### config.mk
export PLATFORM = sky130hd
export DESIGN_NAME = stall_ctrl_flat
export DESIGN_NICKNAME = d
export VERILOG_FILES = /design/src/rtl/stall_ctrl_pkg.sv /design/src/rtl/stall_ctrl_if.sv /design/src/rtl/stall_ctrl_sat_counter32.sv /design/src/rtl/stall_ctrl.sv /design/src/flat_wrapper.sv
export SDC_FILE = /design/constraint.sdc
export NUM_CORES = 1
export LEC_CHECK = 0
export ABC_CLOCK_PERIOD_IN_PS = 2300
export CORE_ASPECT_RATIO = 0.75
export CORE_MARGIN = 8
export CORE_UTILIZATION = 48
export CTS_BUF_LIST = sky130_fd_sc_hd__clkbuf_8
export CTS_CLUSTER_DIAMETER = 60
export DETAILED_ROUTE_END_ITERATION = 7
export HOLD_SLACK_MARGIN = 0.06
export PLACE_DENSITY = 0.79
export SETUP_SLACK_MARGIN = 0.4
export SYNTH_ARGS = -nofsm -noshare
export SYNTH_HDL_FRONTEND = slang
export SYNTH_SLANG_ARGS = --single-unit
### constraint.sdc
create_clock -name clk -period 2.3 [get_ports clk]
set_input_delay 0.46 -clock clk [delete_from_list [all_inputs] [get_ports clk]]
set_output_delay 0.46 -clock clk [all_outputs]
set_load 0.1 [all_outputs]
### src/rtl/stall_ctrl_pkg.sv
// Shared constants for the pipeline stall/flush controller: stall
// encodings and FSM state codes.
package stall_ctrl_pkg;

  // Thermometer-coded stall vectors, bit order {inst, id, ex, data}
  localparam logic [3:0] STALL_NONE = 4'b0000;
  localparam logic [3:0] STALL_INST = 4'b1000;
  localparam logic [3:0] STALL_ID   = 4'b1100;
  localparam logic [3:0] STALL_EX   = 4'b1110;
  localparam logic [3:0] STALL_DATA = 4'b1111;

  // Exception sequencing states
  typedef enum logic [1:0] {
    ST_RUN     = 2'b00,
    ST_PEND    = 2'b01,
    ST_DISCARD = 2'b10
  } state_e;

endpackage

### src/rtl/stall_ctrl_if.sv
// Bundle of busy/hazard inputs and stall/flush/redirect outputs between
// the pipeline (master) and the stall controller (slave).
interface stall_ctrl_if;
  logic        inst_busy_i;
  logic        data_busy_i;
  logic        ex_busy_i;
  logic        load_use_i;
  logic        exception_i;
  logic [31:0] exc_target_i;
  logic        perf_clr_i;
  logic [3:0]  stall_o;
  logic        flush_o;
  logic        redirect_o;
  logic [31:0] redirect_pc_o;
  logic        discard_fetch_o;
  logic [31:0] stall_cycles_o;

  modport master (
    output inst_busy_i, data_busy_i, ex_busy_i, load_use_i,
           exception_i, exc_target_i, perf_clr_i,
    input  stall_o, flush_o, redirect_o, redirect_pc_o,
           discard_fetch_o, stall_cycles_o
  );

  modport slave (
    input  inst_busy_i, data_busy_i, ex_busy_i, load_use_i,
           exception_i, exc_target_i, perf_clr_i,
    output stall_o, flush_o, redirect_o, redirect_pc_o,
           discard_fetch_o, stall_cycles_o
  );
endinterface

### src/rtl/stall_ctrl_sat_counter32.sv
// 32-bit saturating event counter with synchronous clear and preload.
// Clear beats load, load beats increment; the count sticks at all-ones.
module sat_counter32 (
  input  logic        clk,
  input  logic        rst,
  input  logic        clr,
  input  logic        inc,
  input  logic        load,
  input  logic [31:0] load_value,
  output logic [31:0] count
);

  // Count register: clear, preload, or saturating increment
  always_ff @(posedge clk or negedge rst) begin
    if (!rst) begin
      count <= '0;
    end else if (clr) begin
      count <= '0;
    end else if (load) begin
      count <= load_value;
    end else if (inc && (count != 32'hFFFF_FFFF)) begin
      count <= count + 32'd1;
    end
  end

endmodule

### src/rtl/stall_ctrl.sv
// Pipeline stall/flush controller. Produces the priority stall vector,
// sequences exception flushes around outstanding data accesses, drops the
// stale fetch that returns after a redirect, and counts stalled cycles.
module stall_ctrl
  import stall_ctrl_pkg::*;
(
  input  logic        clk,
  input  logic        rst,
  stall_ctrl_if.slave bus
);

  state_e      state;
  state_e      state_next;
  logic [31:0] target_q;
  logic [31:0] target_next;
  logic [3:0]  stall_raw;
  logic        flush;
  logic [31:0] flush_pc;
  logic [31:0] stall_count;

  // Stall vector: the oldest busy stage wins and stalls everything younger
  always_comb begin
    stall_raw = STALL_NONE;
    if (bus.data_busy_i) begin
      stall_raw = STALL_DATA;
    end else if (bus.ex_busy_i) begin
      stall_raw = STALL_EX;
    end else if (bus.load_use_i) begin
      stall_raw = STALL_ID;
    end else if (bus.inst_busy_i || (state == ST_DISCARD)) begin
      stall_raw = STALL_INST;
    end
  end

  // FSM state and latched exception target
  always_ff @(posedge clk or negedge rst) begin
    if (!rst) begin
      state    <= ST_RUN;
      target_q <= '0;
    end else begin
      state    <= state_next;
      target_q <= target_next;
    end
  end

  // Next state and flush decision; a flush never fires while MEM is busy
  always_comb begin
    state_next  = state;
    target_next = target_q;
    flush       = 1'b0;
    flush_pc    = '0;
    case (state)
      ST_RUN: begin
        if (bus.exception_i) begin
          if (bus.data_busy_i) begin
            target_next = bus.exc_target_i;
            state_next  = ST_PEND;
          end else begin
            flush      = 1'b1;
            flush_pc   = bus.exc_target_i;
            state_next = bus.inst_busy_i ? ST_DISCARD : ST_RUN;
          end
        end
      end
      ST_PEND: begin
        if (!bus.data_busy_i) begin
          flush      = 1'b1;
          flush_pc   = target_q;
          state_next = bus.inst_busy_i ? ST_DISCARD : ST_RUN;
        end
      end
      ST_DISCARD: begin
        if (bus.exception_i) begin
          if (bus.data_busy_i) begin
            target_next = bus.exc_target_i;
            state_next  = ST_PEND;
          end else begin
            flush    = 1'b1;
            flush_pc = bus.exc_target_i;
          end
        end else if (!bus.inst_busy_i) begin
          state_next = ST_RUN;
        end
      end
      default: begin
        state_next = ST_RUN;
      end
    endcase
  end

  // Stalled-cycle counter; perf clear overrides counting
  sat_counter32 u_stall_cnt (
    .clk        (clk),
    .rst        (rst),
    .clr        (bus.perf_clr_i),
    .inc        (bus.stall_o != STALL_NONE),
    .load       (1'b0),
    .load_value (32'h0000_0000),
    .count      (stall_count)
  );

  // Outputs are forced quiet while reset is held, whatever the inputs do
  assign bus.stall_o         = rst ? stall_raw : STALL_NONE;
  assign bus.flush_o         = rst & flush;
  assign bus.redirect_o      = rst & flush;
  assign bus.redirect_pc_o   = (rst & flush) ? flush_pc : 32'h0000_0000;
  assign bus.discard_fetch_o = (state == ST_DISCARD);
  assign bus.stall_cycles_o  = stall_count;

endmodule

### src/flat_wrapper.sv
// flat-port wrapper written by rule: the top's interface ports become plain ports
module stall_ctrl_flat import stall_ctrl_pkg::*;
  (clk, rst, bus_inst_busy_i, bus_data_busy_i, bus_ex_busy_i, bus_load_use_i, bus_exception_i, bus_exc_target_i, bus_perf_clr_i, bus_stall_o, bus_flush_o, bus_redirect_o, bus_redirect_pc_o, bus_discard_fetch_o, bus_stall_cycles_o);
  stall_ctrl_if bus_i ();
  input  logic clk;
  input  logic rst;
  input wire logic [$bits(bus_i.inst_busy_i)-1:0] bus_inst_busy_i;
  input wire logic [$bits(bus_i.data_busy_i)-1:0] bus_data_busy_i;
  input wire logic [$bits(bus_i.ex_busy_i)-1:0] bus_ex_busy_i;
  input wire logic [$bits(bus_i.load_use_i)-1:0] bus_load_use_i;
  input wire logic [$bits(bus_i.exception_i)-1:0] bus_exception_i;
  input wire logic [$bits(bus_i.exc_target_i)-1:0] bus_exc_target_i;
  input wire logic [$bits(bus_i.perf_clr_i)-1:0] bus_perf_clr_i;
  output wire logic [$bits(bus_i.stall_o)-1:0] bus_stall_o;
  output wire logic [$bits(bus_i.flush_o)-1:0] bus_flush_o;
  output wire logic [$bits(bus_i.redirect_o)-1:0] bus_redirect_o;
  output wire logic [$bits(bus_i.redirect_pc_o)-1:0] bus_redirect_pc_o;
  output wire logic [$bits(bus_i.discard_fetch_o)-1:0] bus_discard_fetch_o;
  output wire logic [$bits(bus_i.stall_cycles_o)-1:0] bus_stall_cycles_o;
  assign bus_i.inst_busy_i = bus_inst_busy_i;
  assign bus_i.data_busy_i = bus_data_busy_i;
  assign bus_i.ex_busy_i = bus_ex_busy_i;
  assign bus_i.load_use_i = bus_load_use_i;
  assign bus_i.exception_i = bus_exception_i;
  assign bus_i.exc_target_i = bus_exc_target_i;
  assign bus_i.perf_clr_i = bus_perf_clr_i;
  assign bus_stall_o = bus_i.stall_o;
  assign bus_flush_o = bus_i.flush_o;
  assign bus_redirect_o = bus_i.redirect_o;
  assign bus_redirect_pc_o = bus_i.redirect_pc_o;
  assign bus_discard_fetch_o = bus_i.discard_fetch_o;
  assign bus_stall_cycles_o = bus_i.stall_cycles_o;
  stall_ctrl u_core (.clk(clk), .rst(rst), .bus(bus_i));
endmodule
==> reports/qor.csv, run 1 <==
stage,metric,value,unit
floorplan,dieWidth,116,µm
critical_path,path_buf_inv,6,
clocking,clock_sink_count,66,
yosys,syn_area,3580,µm²
global_route,grt_pass1_vias,3751,
yosys,synthTopCellsByArea,"dfrtp_1 (46%), mux2_2 (10%), a22oi_1 (6.7%)",
yosys,synth_cell_type_count,43,
critical_path,cp-start-kind,flip-flop,
layout,area_growth,86.3,%
critical_path,critPathTopFamily,buffers and inverters,
critical_path,critPathMaxFanout,5,
critical_path,critical_path_class,reg2reg,
clocking,cts_tree,built,
clocking,cts_max_level,3,
power_and_ir_drop,leakage,0.00259,µW
yosys,synthesis.nets,400,
floorplan,fp-row-count,27,
clocking,cts-root-buf,clkbuf_8,
yosys,netlist_instances,359,
power_and_ir_drop,p_per_area,548,nW/µm²
floorplan,die_h,90.8,µm
detailed_routing,drtPass1Iterations,5,
critical_path,endpoint_kind,flip-flop,
clocking,hold_buffers,0,
detailed_routing,ant_nets,0,
yosys,async_flop_share,100,%
timing,fmaxAchievable,409,MHz
global_route,met2_usage,41.2,%
timing,finalHoldViolations,0,
timing,clock_skew,0.0117,ns
yosys,synth-seq-area-share,46.1,%
timing,finalCritPeriodShare,106,%
yosys,synth_flop_cell,dfrtp_1,
global_route,use_met1,31.4,%
power_and_ir_drop,peakVddDrop,0.582,mV
yosys,synth_edf_count,0,
critical_path,crit_chain,buf_4 -> buf_6 -> nor2b_4 -> o31ai_4 -> buf_4 -> buf_4 -> a31o_4 -> buf_6 -> buf_6 -> or3_1 -> a21oi_1,
floorplan,pin_count,111,
layout,drive_above_1_share,60.7,%
flow_run,cap_violations,0,
detailed_routing,routed_wl,17100,µm
layout,filler_cell_count,268,
clocking,cts_buffers,9,
detailed_routing,remaining_drc_errors,0,
yosys,yosys.area.top_type,dfrtp_1,
placed_design,gp_congestion,0.847,
timing,relSlewSlack,43.3,%
placed_design,port_buffers,110,
critical_path,r2r_slack,-0.14,ns
yosys,synth-seq-cells,66,
timing,final_max_slew_viol_count,0,
global_route,grt_max_degree,63,
global_route,met3_usage,7.35,%
detailed_routing,vias,4202,
layout,finalNetCount,560,
clocking,clock_path_buffers,2,
outcome,status,"finished, violations left",
critical_path,cpPeakStageDelay,0.42,ns
detailed_routing,avgRoutedWirePerCell,27.4,µm
critical_path,crit_required,2.53,ns
layout,diodes,0,
yosys,avgSynthCellArea,9.97,µm²
floorplan,initial_core_util,49.1,%
timing,setup_slack,-0.143,ns
floorplan,core-area,7300,µm²
min_path,hold_class,in2async,
floorplan,die_area,10500,µm²
global_route,antenna_found_initial,1,
detailed_routing,drtIter0Drc,436,
clocking,clk-insertion-delay-late,0.36,ns
global_route,track_usage,25.6,%
critical_path,slowest_stage,dfrtp_1,
power_and_ir_drop,p_total,3650,µW
detailed_routing,viasPerCell,6.72,
critical_path,arrival,2.67,ns
timing,worstMarginPinSlew,0.850,ns
timing,fin_crit,2.44,ns
outcome,failed_checks,setup timing,
timing,setup_viol,7,
placed_design,pre_cts_slack,-0.160,ns
clocking,clkTransAtPathRegs,0.07,ns
global_route,grt_pass1_wl,21100,µm
placed_design,dp_hpwl,7800,µm
global_route,overflow,0,
global_route,busiest_layer,met2,
yosys,synth_top_area_share,46.1,%
timing,rsz0062_at_grt,yes,
yosys,ys_warn_count,0,
## worst paths after layout
check,start,cells after the start,to
min reg2reg,u_core.target_q[4]$_DFFE_PN0P_,1,u_core.target_q[4]$_DFFE_PN0P_
max,u_core.state[0]$_DFFE_PN0P_,11,u_core.u_stall_cnt.count[19]$_DFFE_PN0P_
max in group asynchronous,rst,3,u_core.u_stall_cnt.count[19]$_DFFE_PN0P_
min,rst,2,u_core.target_q[23]$_DFFE_PN0P_
max reg2reg,u_core.state[0]$_DFFE_PN0P_,11,u_core.u_stall_cnt.count[19]$_DFFE_PN0P_
min in group clk,u_core.target_q[4]$_DFFE_PN0P_,1,u_core.target_q[4]$_DFFE_PN0P_
## cell usage in the layout (no fill, tap or decap), types with 3 or more instances in the layout
master            n
o21ai_1           9
or4_4             6
or3_4             3
bufinv_16         3
inv_1             5
a22oi_1          19
buf_12           48
and2_1            3
buf_6            14
and4_1            4
o21ai_0           6
clkbuf_16         3
a22oi_2          13
or4_1             4
nand2_1          10
nor2_4           32
or3_1            11
nor2_1           10
a21oi_2          14
o31ai_1           8
clkbuf_8          9
dfrtp_4          26
mux2_2           33
nor2b_4           4
nand4_1          11
nand3_1          10
clkdlybuf4s50_1  33
dfrtp_2           6
dfrtp_1          34
buf_4            68
a21oi_1          10
## report_power, final
group | switching (µW) | internal, µW | total [µW]
combinational | 601 | 472 | 1070
sequential | 96.4 | 1280 | 1380
clock | 492 | 711 | 1200
## final cells by class
type,instances,area [µm²],share of cell area (%)
Clock inverter,7,110,1.65
Tap cell,101,126,1.90
Sequential cell,66,1760,26.3
Inverter,5,36.3,0.544
Multi-Input combinational cell,263,2370,35.6
Clock buffer,9,124,1.86
Timing Repair Buffer,174,2140,32.1
## cells in the mapped netlist (2+ instances only)
library cell and instances:
dfrtp_1 66, nor2_1 42, mux2_2 33, a22oi_1 32, a21oi_1 24, clkbuf_1 15, o21ai_0 15, nand3_1 14
or3_1 14, nand2_1 12, nand4_1 11, o31ai_1 10, or4_1 10, inv_1 5, nor2b_1 5, and2_1 4
and4_1 4, buf_1 4, buf_4 4, a31oi_1 3, and3_1 3, a211oi_1 2, and4_4 2, buf_6 2
mux2i_1 2, nand4_2 2, o21a_1 2, xor2_1 2
## state kept, by name, indices dropped and copies added, names as in the netlist
signal / cells
u_core.u_stall_cnt.count: 32
u_core.target_q: 32
u_core.state: 2
## per-stage QoR
| stage | instances | setup TNS, ns | hold WS, ns | utilization, % | area, µm² |
|---|---|---|---|---|---|
| 2_1_floorplan | 359 | -0.178 | 0.164 | - | 4120 |
| 3_3_place_gp | 572 | -5.55 | 0.487 | 78.1 | 5700 |
| 3_5_place_dp | 572 | -5.48 | 0.494 | 78.1 | 5700 |
| 5_1_grt | 625 | -1.38 | 0.187 | 91.4 | 6670 |
| 6_report | 625 | -0.226 | 0.189 | 91.4 | 6670 |
| 4_1_cts | 613 | 0 | 0.145 | 86.9 | 6340 |
## repair_timing
| item | in CTS | in global routing |
|---|---|---|
| pin swaps | 25 | 26 |
| gates cloned | 2 | 3 |
| gates resized for setup | 44 | 51 |
| buffers inserted | 23 | 9 |
| endpoints found under the setup margin | 101 | 84 |
## worst reg2reg max path: stages, from the launching register on
cell and delay [ns]:
dfrtp_1 0.42, buf_4 0.15, buf_6 0.11, nor2b_4 0.15, o31ai_4 0.08, buf_4 0.15
buf_4 0.13, a31o_4 0.24, buf_6 0.13, buf_6 0.12, or3_1 0.36, a21oi_1 0.27
## metal layers
metal  vias up  wire length (µm)
met3       116              1620
met5         -                 0
met1      2038              6170
met2       373              8300
met4         0              1060
li1       1675                 -
## kinds of logic after synthesis
group                    after synthesis  synth area share, %
buffers and inverters                 30                 3.98
AO/OA/AOI/OAI                         95                 17.3
XOR/XNOR                               3                0.734
AND/OR/NAND/NOR                      129                 20.5
adder cells (fa/ha/maj)                1                0.349
multiplexers                          35                 10.9
flip-flops                            66                 46.1
Power figures use the tool's default switching activity.
==> run 2, diff against run 1 <==
ABC_CLOCK_PERIOD_IN_PS = 2000   (was 2300)
CAP_MARGIN = 15   (was unset)
CORE_UTILIZATION = 44   (was 48)
PLACE_DENSITY = 0.76   (was 0.79)
clock period = 2 ns   (was 2.3 ns; I/O delays follow)
==> reports/qor.csv, run 2 <==
stage,metric,value,unit
clocking,clock_path_buffers,2,
yosys,async_flop_share,100,%
floorplan,initial_core_util,45.4,%
global_route,track_usage,69.3,%
yosys,synthesis.nets,400,
yosys,avgSynthCellArea,9.97,µm²
yosys,synthTopCellsByArea,"dfrtp_1 (46%), mux2_2 (10%), a22oi_1 (6.7%)",
clocking,cts_buffers,9,
yosys,synth_edf_count,0,
placed_design,gp_congestion,0.853,
yosys,netlist_instances,359,
yosys,synth_common_cells,"dfrtp_1 (66), nor2_1 (42), mux2_2 (33)",
floorplan,pin_count,111,
yosys,yosys.area.top_type,dfrtp_1,
yosys,synth-seq-cells,66,
placed_design,placed_cells,598,
outcome,firstError,[ERROR GRT-0232] Routing congestion too high. Check the congestion heatmap in the GUI.,
outcome,lastStage,global routing,
global_route,grt_max_degree,51,
placed_design,dp_hpwl,8960,µm
yosys,syn_area,3580,µm²
yosys,yosysMostFrequentCell,dfrtp_1,
placed_design,port_buffers,110,
floorplan,fp-row-count,28,
yosys,synth_cell_type_count,43,
yosys,synth_flop_cell,dfrtp_1,
floorplan,die_h,94.1,µm
floorplan,dieWidth,120,µm
global_route,overflow,121,
placed_design,placedInstanceArea,6260,µm²
clocking,cts_max_level,3,
timing,endpoint_type,output port,
global_route,antenna_found_initial,2,
yosys,synth-seq-area-share,46.1,%
timing,crit_endpoint,bus_redirect_pc_o[29],
outcome,status,aborted with a tool error,
clocking,hold_buffers,0,
yosys,synth_top_area_share,46.1,%
clocking,cts-root-buf,clkbuf_8,
placed_design,pre_cts_slack,-0.344,ns
clocking,clock_sink_count,66,
yosys,ys_warn_count,0,
[run 2: cell counts after synthesis]
No cell type changed its count.
[run 2: timing repair]
action,in CTS
buffers inserted,31
endpoints found under the setup margin,103
pin swaps,38
cloned,4
resized for setup,78
[run 2: metal layers]
layer | GRT usage [%] | GRT overflow
met1 | 70.0 | 1
met2 | 85.0 | 59
met3 | 53.6 | 0
met4 | 73.4 | 61
met5 | 8.48 | 0
[run 2: cells by family after synthesis]
group                    Yosys count  share of synthesized area [%]
AND/OR/NAND/NOR                  129                           20.5
buffers and inverters             30                           3.98
flip-flops                        66                           46.1
multiplexers                      35                           10.9
AO/OA/AOI/OAI                     95                           17.3
adder cells (fa/ha/maj)            1                          0.349
XOR/XNOR                           3                          0.734
[run 2: stage by stage]
| stage | setup TNS (ns) | hold slack, ns |
|---|---|---|
| after CTS | -3.78 | 0.116 |
| after detailed placement | -19.79 | 0.478 |
| after global placement | -15.64 | 0.487 |
| after floorplan | -2.06 | 0.104 |
==> run 3, diff against run 2 <==
ABC_CLOCK_PERIOD_IN_PS = 2600   (was 2000)
CORE_ASPECT_RATIO = unset   (was 0.75)
CORE_UTILIZATION = 40   (was 44)
CTS_BUF_LIST = unset   (was sky130_fd_sc_hd__clkbuf_8)
CTS_CLUSTER_DIAMETER = unset   (was 60)
HOLD_SLACK_MARGIN = unset   (was 0.06)
PLACE_DENSITY = unset   (was 0.76)
PLACE_DENSITY_LB_ADDON = 0.15   (was unset)
SETUP_SLACK_MARGIN = unset   (was 0.4)
clock period = 2.6 ns   (was 2 ns; I/O delays follow)
==> reports/qor.csv, run 3 (synthesized netlist as in run 1, its figures left out) <==
stage,metric,value,unit
outcome,status,"finished, final reports clean",
power_and_ir_drop,seq_power_share,44.5,%
timing,rsz0062_at_grt,no,
global_route,grt_pass1_wl,17200,µm
global_route,grt_max_degree,67,
clocking,cts_max_level,3,
clocking,cts_tree,built,
global_route,antenna_found_initial,0,
critical_path,slowest_stage,clkdlybuf4s50_1,
detailed_routing,drtPass1Iterations,4,
layout,diodes,0,
layout,reg.largest.list,"u_core.target_q: 32 flops, u_core.u_stall_cnt.count: 32 flops, u_core.state: 2 flops",
detailed_routing,vias,3285,
clocking,cts-root-buf,clkbuf_8,
global_route,met3_usage,6.33,%
critical_path,critPathMaxFanout,19,
critical_path,cpPeakStageDelay,0.42,ns
global_route,grt_pass1_vias,3391,
critical_path,arrival,1.98,ns
floorplan,die_h,111,µm
layout,fin_area,5530,µm²
timing,fmaxAchievable,400,MHz
global_route,met2_usage,28.0,%
power_and_ir_drop,p_per_area,483,nW/µm²
detailed_routing,drtIter0Drc,187,
critical_path,endpoint_kind,primary output,
timing,finalHoldViolations,0,
critical_path,crit_required,2.08,ns
layout,filler_cell_count,707,
timing,finalCritPeriodShare,96.2,%
floorplan,pin_count,111,
detailed_routing,ant_nets,0,
power_and_ir_drop,p_switching,867,µW
clocking,cts_buffers,9,
power_and_ir_drop,combPwrFrac,26.7,%
timing,fin_crit,2.50,ns
placed_design,gp_congestion,0.811,
placed_design,port_buffers,110,
layout,area_growth,54.5,%
floorplan,core-area,8720,µm²
clocking,clock_path_buffers,2,
critical_path,critical_path_class,in2out,
detailed_routing,viasPerCell,5.61,
layout,multi_input_area,1940,µm²
power_and_ir_drop,peakVddDrop,0.247,mV
global_route,use_met1,19.7,%
layout,finalNetCount,514,
layout,drive_above_1_share,39.5,%
placed_design,dp_hpwl,7460,µm
layout,regArea,1660,µm²
detailed_routing,remaining_drc_errors,0,
power_and_ir_drop,leakage,0.00219,µW
detailed_routing,routed_wl,10300,µm
timing,worstMarginPinSlew,0.848,ns
detailed_routing,avgRoutedWirePerCell,17.6,µm
global_route,overflow,0,
timing,final_max_slew_viol_count,0,
placed_design,placedInstanceArea,5330,µm²
power_and_ir_drop,p_int,1800,µW
power_and_ir_drop,pwr-share-clk,28.8,%
floorplan,die_area,12200,µm²
critical_path,critPathTopFamily,buffers and inverters,
floorplan,fp-row-count,34,
floorplan,initial_core_util,41.0,%
global_route,track_usage,16.7,%
min_path,hold_class,in2async,
clocking,clkTransAtPathRegs,0.07,ns
global_route,busiest_layer,met2,
layout,mostFrequentLayoutCells,"dfrtp_1 (61), buf_4 (45), buf_12 (43)",
timing,relSlewSlack,43.5,%
power_and_ir_drop,p_sw_share,32.5,%
clocking,clk-insertion-delay-late,0.34,ns
critical_path,path_buf_inv,3,
clocking,clock_sink_count,66,
critical_path,path_common_cell,buf_12,
layout,final_common_cell,dfrtp_1,
floorplan,dieWidth,111,µm
critical_path,crit_chain,clkdlybuf4s50_1 -> nor2b_4 -> o21ai_4 -> buf_12 -> nor2_2 -> buf_12,
critical_path,cp-start-kind,input port,
flow_run,cap_violations,0,
power_and_ir_drop,p_total,2670,µW
timing,clock_skew,0.00894,ns
timing,setup_viol,0,
## run 3: worst register-to-register path, cell delays in order, from the launching register on
cell and delay, ns:
dfrtp_2 0.40, ha_1 0.23, nand2_1 0.14, nor4_2 0.54, nand4_1 0.32, or3_1 0.38
a21oi_1 0.15
## run 3: stage by stage
stage | TNS [ns] | util (%) | instances | hold WS [ns] | setup slack, ns
global placement | 0 | 61.1 | 569 | 0.486 | 0.0191
finish | 0 | 63.4 | 586 | 0.472 | 0.0988
global route | 0 | 63.4 | 586 | 0.521 | 0.0137
CTS | 0 | 63.1 | 585 | 0.510 | 0.0109
floorplan | -2.79 | - | 359 | 0.224 | -0.202
detailed placement | 0 | 61.1 | 569 | 0.497 | 0.0370
## run 3: cell type report
| cell class | instances | share of cell area (%) |
|---|---|---|
| tap | 108 | 2.44 |
| sequential | 66 | 30.0 |
| timing repair buffer | 128 | 28.9 |
| multi-input combinational | 263 | 35.2 |
| inverter | 5 | 0.407 |
| clock inverter | 5 | 0.543 |
| clock buffer | 11 | 2.56 |
## run 3: worst paths after layout
| path | depth (start not counted) | startpoint | end | slack, ns |
|---|---|---|---|---|
| max | 6 | bus_exception_i | bus_redirect_pc_o[18] | 0.1 |
| min in group clk | 1 | u_core.target_q[28]$_DFFE_PN0P_ | u_core.target_q[28]$_DFFE_PN0P_ | 0.51 |
| max in group asynchronous | 2 | rst | u_core.u_stall_cnt.count[10]$_DFFE_PN0P_ | 1.53 |
| min | 2 | rst | u_core.u_stall_cnt.count[8]$_DFFE_PN0P_ | 0.47 |
| max reg2reg | 6 | u_core.u_stall_cnt.count[0]$_DFFE_PN0P_ | u_core.u_stall_cnt.count[26]$_DFFE_PN0P_ | 0.36 |
| min reg2reg | 1 | u_core.target_q[28]$_DFFE_PN0P_ | u_core.target_q[28]$_DFFE_PN0P_ | 0.51 |
## run 3: repair_timing
action | in CTS | in global routing
setup endpoints to repair | 0 | 13
gates resized for setup | 0 | 5
hold buffers | 0 | 0
setup buffers | 0 | 1
endpoints found under the hold margin | 0 | 0
## run 3: power groups by stage
stage	sequential, µW	combinational, µW	clock (µW)
finish	1190	714	768
global route	1200	759	835
CTS	1190	718	789
detailed placement	1210	716	0
global placement	1200	704	0
floorplan	1220	431	0
## run 3: routing by layer
metal,wire [µm],up-vias
met5,0,-
met4,74,0
met3,723,5
met2,5160,80
met1,4330,1616
li1,-,1584
